$ cat src/rtl/clock_pkg.sv
`default_nettype none
// ============================================================================
//  Package     : clock_pkg
//  Description : Shared constants, types and helpers for the clock display
//                path: digit indices, active-low segment patterns, special
//                BCD codes and the binary-to-two-digit BCD split.
//  Revision    : 1.0 - initial release
// ============================================================================
package clock_pkg;

    localparam int NUM_DIGITS = 6;

    // Active-low segment patterns, bit0 = segment a
    localparam logic [6:0] SEG_BLANK = 7'h7F;
    localparam logic [6:0] SEG_DASH  = 7'h3F;  // only segment g lit

    // Non-decimal codes carried on the 4-bit digit path
    localparam logic [3:0] BCD_DASH  = 4'hA;
    localparam logic [3:0] BCD_BLANK = 4'hB;

    typedef logic [2:0] digit_idx_t;

    // Digit positions, 0 is the rightmost digit
    localparam digit_idx_t DIG_SEC_ONES = 3'd0;
    localparam digit_idx_t DIG_SEC_TENS = 3'd1;
    localparam digit_idx_t DIG_MIN_ONES = 3'd2;
    localparam digit_idx_t DIG_MIN_TENS = 3'd3;
    localparam digit_idx_t DIG_HR_ONES  = 3'd4;
    localparam digit_idx_t DIG_HR_TENS  = 3'd5;

    // Returns {tens, ones}; values above 99 cannot be shown in two digits,
    // so both positions become a dash.
    function automatic logic [7:0] bcd_split(input logic [6:0] value);
        if (value > 7'd99) begin
            return {BCD_DASH, BCD_DASH};
        end
        return {4'(value / 7'd10), 4'(value % 7'd10)};
    endfunction

endpackage : clock_pkg
`default_nettype wire

$ cat src/rtl/time_display_scan_seg7_decode.sv
`default_nettype none
// ============================================================================
//  Module      : seg7_decode
//  Description : Combinational 4-bit digit code to active-low 7-segment
//                pattern. Codes 0-9 are decimal digits, BCD_DASH lights only
//                segment g, every other code is blank.
//  Ports       : code   in  4  digit code
//                seg_n  out 7  segments a..g (bit0 = a), active-low
//  Revision    : 1.0 - initial release
// ============================================================================
module seg7_decode
    import clock_pkg::*;
(
    input  logic [3:0] code,
    output logic [6:0] seg_n
);

    always_comb begin
        seg_n = SEG_BLANK;
        case (code)
            4'd0:     seg_n = 7'h40;
            4'd1:     seg_n = 7'h79;
            4'd2:     seg_n = 7'h24;
            4'd3:     seg_n = 7'h30;
            4'd4:     seg_n = 7'h19;
            4'd5:     seg_n = 7'h12;
            4'd6:     seg_n = 7'h02;
            4'd7:     seg_n = 7'h78;
            4'd8:     seg_n = 7'h00;
            4'd9:     seg_n = 7'h10;
            BCD_DASH: seg_n = SEG_DASH;
            default:  seg_n = SEG_BLANK;
        endcase
    end

endmodule : seg7_decode
`default_nettype wire

$ cat src/rtl/time_display_scan.sv
`default_nettype none
// ============================================================================
//  Module      : time_display_scan
//  Description : Multiplexed 6-digit common-anode 7-segment driver for
//                HH.MM.SS. Snapshots the time once per scan frame, splits
//                each field into two BCD digits, scans one digit per tick and
//                blinks the separators with seconds bit 0.
//  Ports       : clk          in   1  system clock
//                reset        in   1  synchronous reset, active-low
//                enable       in   1  1 = display active, 0 = dark and frozen
//                sec_count    in   7  seconds, binary
//                min_count    in   7  minutes, binary
//                hour_count   in   5  hours, binary
//                seg_n        out  7  segments a..g, active-low, registered
//                dp_n         out  1  separator point, active-low, registered
//                an_n         out  6  one-hot active-low anodes, registered
//                frame_start  out  1  pulse when digit 0 selected + snapshot
//  Revision    : 1.0 - initial release
// ============================================================================
module time_display_scan
    import clock_pkg::*;
#(
    parameter int CLK_HZ        = 50000000,
    parameter int SCAN_HZ       = 6000,
    parameter int HOUR_LZ_BLANK = 1
) (
    input  logic                  clk,
    input  logic                  reset,
    input  logic                  enable,
    input  logic [6:0]            sec_count,
    input  logic [6:0]            min_count,
    input  logic [4:0]            hour_count,
    output logic [6:0]            seg_n,
    output logic                  dp_n,
    output logic [NUM_DIGITS-1:0] an_n,
    output logic                  frame_start
);

    localparam int c_scan_div = CLK_HZ / SCAN_HZ;
    localparam int c_cnt_w    = (c_scan_div > 2) ? $clog2(c_scan_div) : 1;
    localparam logic [c_cnt_w-1:0] c_cnt_max = c_cnt_w'(c_scan_div - 1);

    logic [c_cnt_w-1:0]    r_scan_cnt;
    digit_idx_t            r_digit_idx;
    logic                  r_first;      // no tick seen since reset release
    logic [6:0]            r_snap_sec;
    logic [6:0]            r_snap_min;
    logic [4:0]            r_snap_hour;
    logic                  r_frame_start;
    logic [6:0]            r_seg_n;
    logic                  r_dp_n;
    logic [NUM_DIGITS-1:0] r_an_n;

    logic                  w_tick;
    digit_idx_t            w_next_idx;
    logic                  w_wrap;
    logic [7:0]            w_sec_bcd;
    logic [7:0]            w_min_bcd;
    logic [7:0]            w_hr_bcd;
    logic [3:0]            w_code;
    logic [NUM_DIGITS-1:0] w_an_n;
    logic                  w_dp_n;
    logic [6:0]            w_seg_n;

    // ---------------- prescaler and digit counter -------------------------
    assign w_tick = enable && (r_scan_cnt == c_cnt_max);

    // The first tick after reset behaves as a wrap so the frame starts
    // cleanly at digit 0 with a fresh snapshot.
    always_comb begin
        w_next_idx = DIG_SEC_ONES;
        if (!r_first && (r_digit_idx != DIG_HR_TENS)) begin
            w_next_idx = r_digit_idx + 3'd1;
        end
    end

    assign w_wrap = w_tick && (w_next_idx == DIG_SEC_ONES);

    // ---------------- BCD split of the snapshot ---------------------------
    assign w_sec_bcd = bcd_split(r_snap_sec);
    assign w_min_bcd = bcd_split(r_snap_min);
    assign w_hr_bcd  = bcd_split({2'b00, r_snap_hour});

    // ---------------- digit mux -------------------------------------------
    // Separators sit after the minutes-ones and hours-ones digits and are lit
    // on even seconds, giving a 1 Hz blink.
    always_comb begin
        w_code = BCD_BLANK;
        w_an_n = '1;
        w_dp_n = 1'b1;
        case (r_digit_idx)
            DIG_SEC_ONES: begin
                w_code = w_sec_bcd[3:0];
                w_an_n = 6'b111110;
            end
            DIG_SEC_TENS: begin
                w_code = w_sec_bcd[7:4];
                w_an_n = 6'b111101;
            end
            DIG_MIN_ONES: begin
                w_code = w_min_bcd[3:0];
                w_an_n = 6'b111011;
                w_dp_n = r_snap_sec[0];
            end
            DIG_MIN_TENS: begin
                w_code = w_min_bcd[7:4];
                w_an_n = 6'b110111;
            end
            DIG_HR_ONES: begin
                w_code = w_hr_bcd[3:0];
                w_an_n = 6'b101111;
                w_dp_n = r_snap_sec[0];
            end
            DIG_HR_TENS: begin
                w_code = ((HOUR_LZ_BLANK != 0) && (w_hr_bcd[7:4] == 4'd0))
                         ? BCD_BLANK : w_hr_bcd[7:4];
                w_an_n = 6'b011111;
            end
            default: begin
                w_code = BCD_BLANK;
                w_an_n = '1;
            end
        endcase
    end

    seg7_decode u_seg7_decode (
        .code  (w_code),
        .seg_n (w_seg_n)
    );

    // ---------------- registers -------------------------------------------
    always_ff @(posedge clk) begin
        if (!reset) begin
            r_scan_cnt    <= '0;
            r_digit_idx   <= DIG_SEC_ONES;
            r_first       <= 1'b1;
            r_snap_sec    <= '0;
            r_snap_min    <= '0;
            r_snap_hour   <= '0;
            r_frame_start <= 1'b0;
            r_seg_n       <= SEG_BLANK;
            r_dp_n        <= 1'b1;
            r_an_n        <= '1;
        end else begin
            r_frame_start <= w_wrap;

            if (enable) begin
                r_scan_cnt <= w_tick ? '0 : r_scan_cnt + 1'b1;
            end

            if (w_tick) begin
                r_digit_idx <= w_next_idx;
                r_first     <= 1'b0;
            end

            if (w_wrap) begin
                r_snap_sec  <= sec_count;
                r_snap_min  <= min_count;
                r_snap_hour <= hour_count;
            end

            // Anode, segments and point are registered together; keep the
            // display dark until the first digit has actually been selected.
            if (!enable || r_first) begin
                r_seg_n <= SEG_BLANK;
                r_dp_n  <= 1'b1;
                r_an_n  <= '1;
            end else begin
                r_seg_n <= w_seg_n;
                r_dp_n  <= w_dp_n;
                r_an_n  <= w_an_n;
            end
        end
    end

    assign seg_n       = r_seg_n;
    assign dp_n        = r_dp_n;
    assign an_n        = r_an_n;
    assign frame_start = r_frame_start;

endmodule : time_display_scan
`default_nettype wire

$ cat config.mk
export PLATFORM = sky130hd
export DESIGN_NAME = time_display_scan
export DESIGN_NICKNAME = d
export VERILOG_FILES = /design/src/rtl/clock_pkg.sv /design/src/rtl/time_display_scan_seg7_decode.sv /design/src/rtl/time_display_scan.sv
export SDC_FILE = /design/constraint.sdc
export NUM_CORES = 1
export LEC_CHECK = 0
export CORE_MARGIN = 10
export CORE_UTILIZATION = 57
export CTS_CLUSTER_DIAMETER = 200
export DETAILED_ROUTE_END_ITERATION = 6
export GPL_ROUTABILITY_DRIVEN = 0
export GPL_TIMING_DRIVEN = 0
export HOLD_SLACK_MARGIN = 0.1
export PLACE_DENSITY = 0.81
export SLEW_MARGIN = 20
export SYNTH_ARGS = -nofsm -noshare
export SYNTH_HDL_FRONTEND = slang
export SYNTH_HIERARCHICAL = 1
export SYNTH_SLANG_ARGS = --single-unit
$ cat constraint.sdc
create_clock -name clk -period 3.8 [get_ports clk]
set_clock_uncertainty 0.05 [all_clocks]
set_input_delay 0.76 -clock clk [delete_from_list [all_inputs] [get_ports clk]]
set_output_delay 0.76 -clock clk [all_outputs]
set_load 0.005 [all_outputs]
==> results.sh, run 1 <==
export IMPL_core_area_mm2=0.005608
export IMPL_root_buffer="clkbuf_8"
export IMPL_synth_top_area_share_pct=31.02
export IMPL_dp_cells=526
export IMPL_synth_area_leaders="dfxtp_1 31%, nor2_1 6.9%, mux2i_1 6.3%"
export IMPL_finalNetCount=501
export IMPL_drtPass1Iterations=5
export IMPL_drt_iter0_markers=196
export IMPL_cts_tree="yes"
export IMPL_end_kind="register"
export IMPL_cts_htree_levels=2
export IMPL_relSlewSlack_pct=64.57
export IMPL_crit_path_top_delay_cell="dfxtp_2"
export IMPL_vias_per_cell=5.653
export IMPL_cts_sinks=52
export IMPL_yosysTopAreaCell="dfxtp_1"
export IMPL_syn_to_final_growth_pct=17.45
export IMPL_max_cap_violations=0
export IMPL_dp_hpwl_mm=5.538
export IMPL_die_width_um=96.73
export IMPL_finalSetupViolCount=0
export IMPL_fillers=474
export IMPL_synth_seq_area_share_pct=31.02
export IMPL_wl_per_cell_um=13.59
export IMPL_slew_viol_final=0
export IMPL_worst_pin_slew_ns=0.5266
export IMPL_final_cells=536
export IMPL_yosysUniqueCellTypes=69
export IMPL_rows=27
export IMPL_path_max_fanout=6
export IMPL_start_kind="register"
export IMPL_port_buffer_count=35
export IMPL_power_density_mw_per_mm2=228.8
export IMPL_required_ns=3.94
export IMPL_grt_max_degree=16
export IMPL_antenna_found_initial=0
export IMPL_synth_seq_cells=52
export IMPL_n_antenna_cell=0
export IMPL_die_area_mm2=0.009357
export IMPL_vias=3030
export IMPL_async_reset_ff_share_pct=0
export IMPL_worst_hold_path_type="reg2reg"
export IMPL_grtUsageTotal_pct=15.08
export IMPL_grt_overflow=0
export IMPL_syn_area_per_cell_um2=8.009
export IMPL_min_period_over_period_pct=94.92
export IMPL_start_util_pct=59.84
export IMPL_postCtsHoldBufs=0
export IMPL_synth_area_mm2=0.003356
export IMPL_synth_most_common_cell="nor2_1"
export IMPL_insertion_delay_ns=0.31
export IMPL_status="finished, final reports clean"
export IMPL_final_area_mm2=0.003941
export IMPL_ant_nets=0
export IMPL_grt_pass1_vias=2852
export IMPL_pin_count=37
export IMPL_arrival_ns=3.75
export IMPL_leakage_uw=0.001634
export IMPL_dieHeight_um=96.73
export IMPL_routed_wl_mm=7.285
export IMPL_vdd_drop_max_mv=0.1802
export IMPL_yosysWarnings=6
export IMPL_synthCells=419
export IMPL_syn_num_nets=457
export IMPL_final_hold_viol_count=0
export IMPL_setup_slack_ns=0.1930
export IMPL_drive_gt1_share_pct=13.15
export IMPL_synth_edf_count=0
export IMPL_period_needed_ns=3.607
export IMPL_fmax_mhz=277.2
export IMPL_path_cells="or2_2, ha_2, and2b_1, a21oi_2, ha_2, o32ai_1, a21oi_1, nand2_1, xnor2_1, a311oi_2, o311ai_4, inv_2, ha_1, or2_1, a21oi_2, a31oi_1, or2_2"
export IMPL_placed_area_mm2=0.003796
export IMPL_max_stage_delay_ns=0.36
export IMPL_dp_slack_ns=-0.06992
export IMPL_grt_pass1_wl_mm=12.80
export IMPL_ys_flop_type="dfxtp_1"
export IMPL_drcViolationCount=0
export IMPL_fin_tns_setup_ns=0
export IMPL_clock_path_buffers=2
export IMPL_fin_util_pct=70.28
export IMPL_cts_buffers=5
export IMPL_worstSetupPathType="reg2reg"
export IMPL_synth_common_cells="62 x nor2_1, 52 x dfxtp_1, 33 x nand2_1"
export IMPL_clkTransAtPathRegs_ns=0.09
==> through the flow <==
step,power (uW),hold slack (ns)
6_report,901.7,0.4256
5_1_grt,930.2,0.4887
4_1_cts,914.6,0.4270
3_5_place_dp,596.1,0.4129
3_3_place_gp,595.8,0.4031
2_1_floorplan,571.5,0.3875
==> cell type report <==
cell class	count	area, um^2	area share (%)
buffer	26	151.4	3.841
clock buffer	6	82.58	2.095
clock inverter	2	10.01	0.2540
inverter	19	71.32	1.810
multi-input combinational	322	2127	53.97
sequential	52	1044	26.48
tap	72	90.09	2.286
timing repair buffer	37	365.4	9.270
==> final timing paths <==
path,from,endpoint,depth (start not counted),slack [ns]
hold / removal,r_first$_SDFFE_PN1P_,r_first$_SDFFE_PN1P_,2,0.43
setup reg to reg,r_snap_hour[2]$_SDFFE_PN0P_,seg_n[3]$_SDFF_PP1_,17,0.19
hold reg to reg,r_first$_SDFFE_PN1P_,r_first$_SDFFE_PN1P_,2,0.43
setup / recovery,r_snap_hour[2]$_SDFFE_PN0P_,seg_n[3]$_SDFF_PP1_,17,0.19
==> cells in the final DEF (no fill, tap or decap), types with 9 or more instances in the layout <==
master	count
buf_2	10
nor3_1	9
dfxtp_1	50
nor2_1	62
mux2i_1	21
nand2b_1	13
clkdlybuf4s50_1	35
nand2_1	33
ha_1	14
a21oi_1	18
inv_1	17
o21ai_0	14
nand3_1	17
==> repair_timing <==
| action | 4_1_cts | 5_1_grt |
|---|---|---|
| setup endpoints to repair | 2 | 6 |
| gates resized for setup | 1 | 9 |
| pin swaps | 0 | 3 |
| buffers inserted | 0 | 2 |
==> where the power goes <==
group | internal (uW) | switching, uW
clock network | 146 | 173
logic | 22.5 | 12.8
registers | 546 | 1.63
==> logic make-up (layout without fill, tap and decap cells) <==
group                      Yosys count  in the layout  share of synthesized area [%]
AOI/OAI and AO/OA                   84             84                          17.97
adders and majority gates           16             16                          5.966
DFF                                 52             52                          31.02
and+or+nand+nor                    184            184                          27.52
xor gates and xnor gates            16             16                          4.176
muxes                               22             22                          6.711
buffers and inverters               45             90                          6.636
==> metal layers <==
metal  GRT usage (%)  vias to the layer above  routed length, um
li1                -                     1551                  -
met1           17.96                     1382               3189
met2           25.66                       80               3579
met3           3.620                       17                384
met4           5.186                        0                131
met5               0                        -                  0
==> worst max-delay path, delay by kind of cell (launching register included) <==
| kind | cells | cell delay (ns) |
|---|---|---|
| compound gates | 7 | 0.98 |
| xor+xnor | 1 | 0.19 |
| fa+ha+maj | 3 | 0.61 |
| buf+inv | 1 | 0.11 |
| flops | 1 | 0.36 |
| simple gates | 5 | 1.16 |
==> flip-flops by register name (all words and copies together) (netlist names) <==
name         count
an_n             6
dp_n             1
frame_start      1
r_digit_idx      3
r_first          1
r_scan_cnt      14
r_snap_hour      5
r_snap_min       7
r_snap_sec       7
seg_n            7
(Power assumes the default switching activity.)
==> run 2, diff against run 1 <==
--- a/config.mk
+++ b/config.mk
@@ -12,7 +12,7 @@
 export GPL_ROUTABILITY_DRIVEN = 0
 export GPL_TIMING_DRIVEN = 0
 export HOLD_SLACK_MARGIN = 0.1
-export PLACE_DENSITY = 0.81
+export PLACE_DENSITY = 0.93
 export SLEW_MARGIN = 20
 export SYNTH_ARGS = -nofsm -noshare
 export SYNTH_HDL_FRONTEND = slang
==> results.sh, run 2 (synthesis gave the netlist of run 1 again) <==
export IMPL_antenna_found_initial=0
export IMPL_dp_hpwl_mm=5.892
export IMPL_clock_path_buffers=2
export IMPL_routed_wl_mm=8.075
export IMPL_drive_gt1_share_pct=13.95
export IMPL_power_density_mw_per_mm2=248.1
export IMPL_timing_rr_end="seg_n[3]$_SDFF_PP1_"
export IMPL_status="finished, final reports clean"
export IMPL_rows=27
export IMPL_met1_usage_pct=17.29
export IMPL_fin_util_pct=71.31
export IMPL_grt_overflow=0
export IMPL_multi_input_area_mm2=0.002136
export IMPL_grtUsageMet2_pct=28.43
export IMPL_crit_buf_inv=0
export IMPL_ant_nets=0
export IMPL_grt_pass1_vias=2919
export IMPL_grt_max_degree=16
export IMPL_slew_viol_final=0
export IMPL_grt_use_met3_pct=4.471
export IMPL_drcViolationCount=0
export IMPL_p_clk_share_pct=41.2
export IMPL_pin_count=37
export IMPL_drtPass1Iterations=6
export IMPL_fmax_mhz=270.1
export IMPL_combPwrFrac_pct=3.6
export IMPL_drt_iter0_markers=296
export IMPL_dieHeight_um=96.73
export IMPL_regArea_mm2=0.001044
export IMPL_root_buffer="clkbuf_8"
export IMPL_port_buffer_count=35
export IMPL_seq_power_share_pct=55.2
export IMPL_reg2regPathDepth=16
export IMPL_required_ns=3.95
export IMPL_grt_most_used_layer="met2"
export IMPL_worst_hold_path_type="reg2reg"
export IMPL_finalNetCount=503
export IMPL_power_switching_uw=191.2
export IMPL_intPower_uw=800.7
export IMPL_path_max_fanout=6
export IMPL_r2r_start="r_snap_hour[2]$_SDFFE_PN0P_"
export IMPL_wl_per_cell_um=15.01
export IMPL_mostFrequentLayoutCell="nor2_1"
export IMPL_min_period_over_period_pct=97.43
export IMPL_mostFrequentLayoutCells="62 x nor2_1, 50 x dfxtp_1, 35 x clkdlybuf4s50_1"
export IMPL_die_area_mm2=0.009357
export IMPL_max_cap_violations=0
export IMPL_cts_buffers=5
export IMPL_leakage_uw=0.001653
export IMPL_core_area_mm2=0.005608
export IMPL_largest_reg_flops=14
export IMPL_vias=3159
export IMPL_path_depth=16
export IMPL_critPathTopFamily="simple AND/OR/NAND/NOR gates"
export IMPL_fillers=416
export IMPL_p_sw_share_pct=19.28
export IMPL_path_cells="or2_2, ha_2, and2b_1, a21oi_2, ha_2, o32ai_1, a21oi_1, nand2_1, nor2_1, o21ai_0, or3_4, ha_1, or2_1, a21oi_2, a31oi_1, or2_2"
export IMPL_syn_to_final_growth_pct=19.16
export IMPL_insertion_delay_ns=0.31
export IMPL_cts_tree="yes"
export IMPL_rrSetupSlack_ns=0.1
export IMPL_n_antenna_cell=0
export IMPL_grt_pass1_wl_mm=13.25
export IMPL_cts_sinks=52
export IMPL_power_uw=991.9
export IMPL_cts_htree_levels=2
export IMPL_final_hold_viol_count=0
export IMPL_die_width_um=96.73
export IMPL_relSlewSlack_pct=63.88
export IMPL_vias_per_cell=5.872
export IMPL_start_kind="register"
export IMPL_fin_tns_setup_ns=0
export IMPL_worstSetupPathType="reg2reg"
export IMPL_max_stage_delay_ns=0.39
export IMPL_worst_pin_slew_ns=0.5369
export IMPL_start_util_pct=59.84
export IMPL_endpoint="seg_n[3]$_SDFF_PP1_"
export IMPL_top_register="r_scan_cnt"
export IMPL_arrival_ns=3.86
export IMPL_grtUsageTotal_pct=16.13
export IMPL_end_kind="register"
export IMPL_period_needed_ns=3.702
export IMPL_vdd_drop_max_mv=0.2369
export IMPL_cp_startpoint="r_snap_hour[2]$_SDFFE_PN0P_"
export IMPL_crit_path_top_delay_cell="or3_4"
export IMPL_clkTransAtPathRegs_ns=0.09
export IMPL_finalSetupViolCount=0
## run 2: what timing repair did
action,4_1_cts,5_1_grt
gates resized for setup,2,10
buffers inserted,1,3
hold endpoints to repair,0,0
hold buffers,0,0
pin swaps,0,3
setup endpoints to repair,5,7
## run 2: worst min-delay path by stage
stage | from | cells after the start | endpoint | slack [ns]
finish | r_first$_SDFFE_PN1P_ | 2 | r_first$_SDFFE_PN1P_ | 0.44
global route | r_first$_SDFFE_PN1P_ | 2 | r_first$_SDFFE_PN1P_ | 0.47
CTS | r_first$_SDFFE_PN1P_ | 2 | r_first$_SDFFE_PN1P_ | 0.44
detailed placement | r_first$_SDFFE_PN1P_ | 2 | r_first$_SDFFE_PN1P_ | 0.43
global placement | r_first$_SDFFE_PN1P_ | 2 | r_first$_SDFFE_PN1P_ | 0.40
floorplan | r_first$_SDFFE_PN1P_ | 2 | r_first$_SDFFE_PN1P_ | 0.39
## run 2: through the flow
stage	setup WS [ns]	cell area, um^2	cells	hold WS [ns]
4_1_cts	0.004877	3941	535	0.4392
5_1_grt	-0.04709	3999	538	0.4729
2_1_floorplan	0.2929	3356	419	0.3875
3_3_place_gp	0.02329	3796	526	0.3991
3_5_place_dp	-0.08417	3796	526	0.4252
6_report	0.09751	3999	538	0.4381
## run 2: layout make-up
| type | instances | area share [%] |
|---|---|---|
| Inverter | 19 | 1.783 |
| Sequential cell | 52 | 26.10 |
| Clock inverter | 1 | 0.7509 |
| Clock buffer | 7 | 2.409 |
| Multi-Input combinational cell | 322 | 53.41 |
| Timing Repair Buffer | 39 | 9.512 |
| Buffer | 26 | 3.786 |
| Tap cell | 72 | 2.253 |
## run 2: power by group through the flow
stage	clock, uW	combinational, uW	sequential, uW
after global routing	438	39.0	548
after CTS	420	36.3	548
final	408	35.9	548
after global placement	0	35.3	560
after detailed placement	0	36.1	560
after floorplan	0	11.4	560
## run 2: routing by layer
metal	vias up	wire length (um)
met3	38	538
met1	1433	3163
met5	-	0
met2	140	4094
met4	0	279
li1	1548	-
## run 2: worst reg2reg max path: stages (launching register included)
cell,delay (ns)
dfxtp_2,0.36
or2_2,0.33
ha_2,0.22
and2b_1,0.22
a21oi_2,0.15
ha_2,0.23
o32ai_1,0.07
a21oi_1,0.20
nand2_1,0.15
nor2_1,0.16
o21ai_0,0.12
or3_4,0.39
ha_1,0.20
or2_1,0.22
a21oi_2,0.17
a31oi_1,0.05
or2_2,0.29
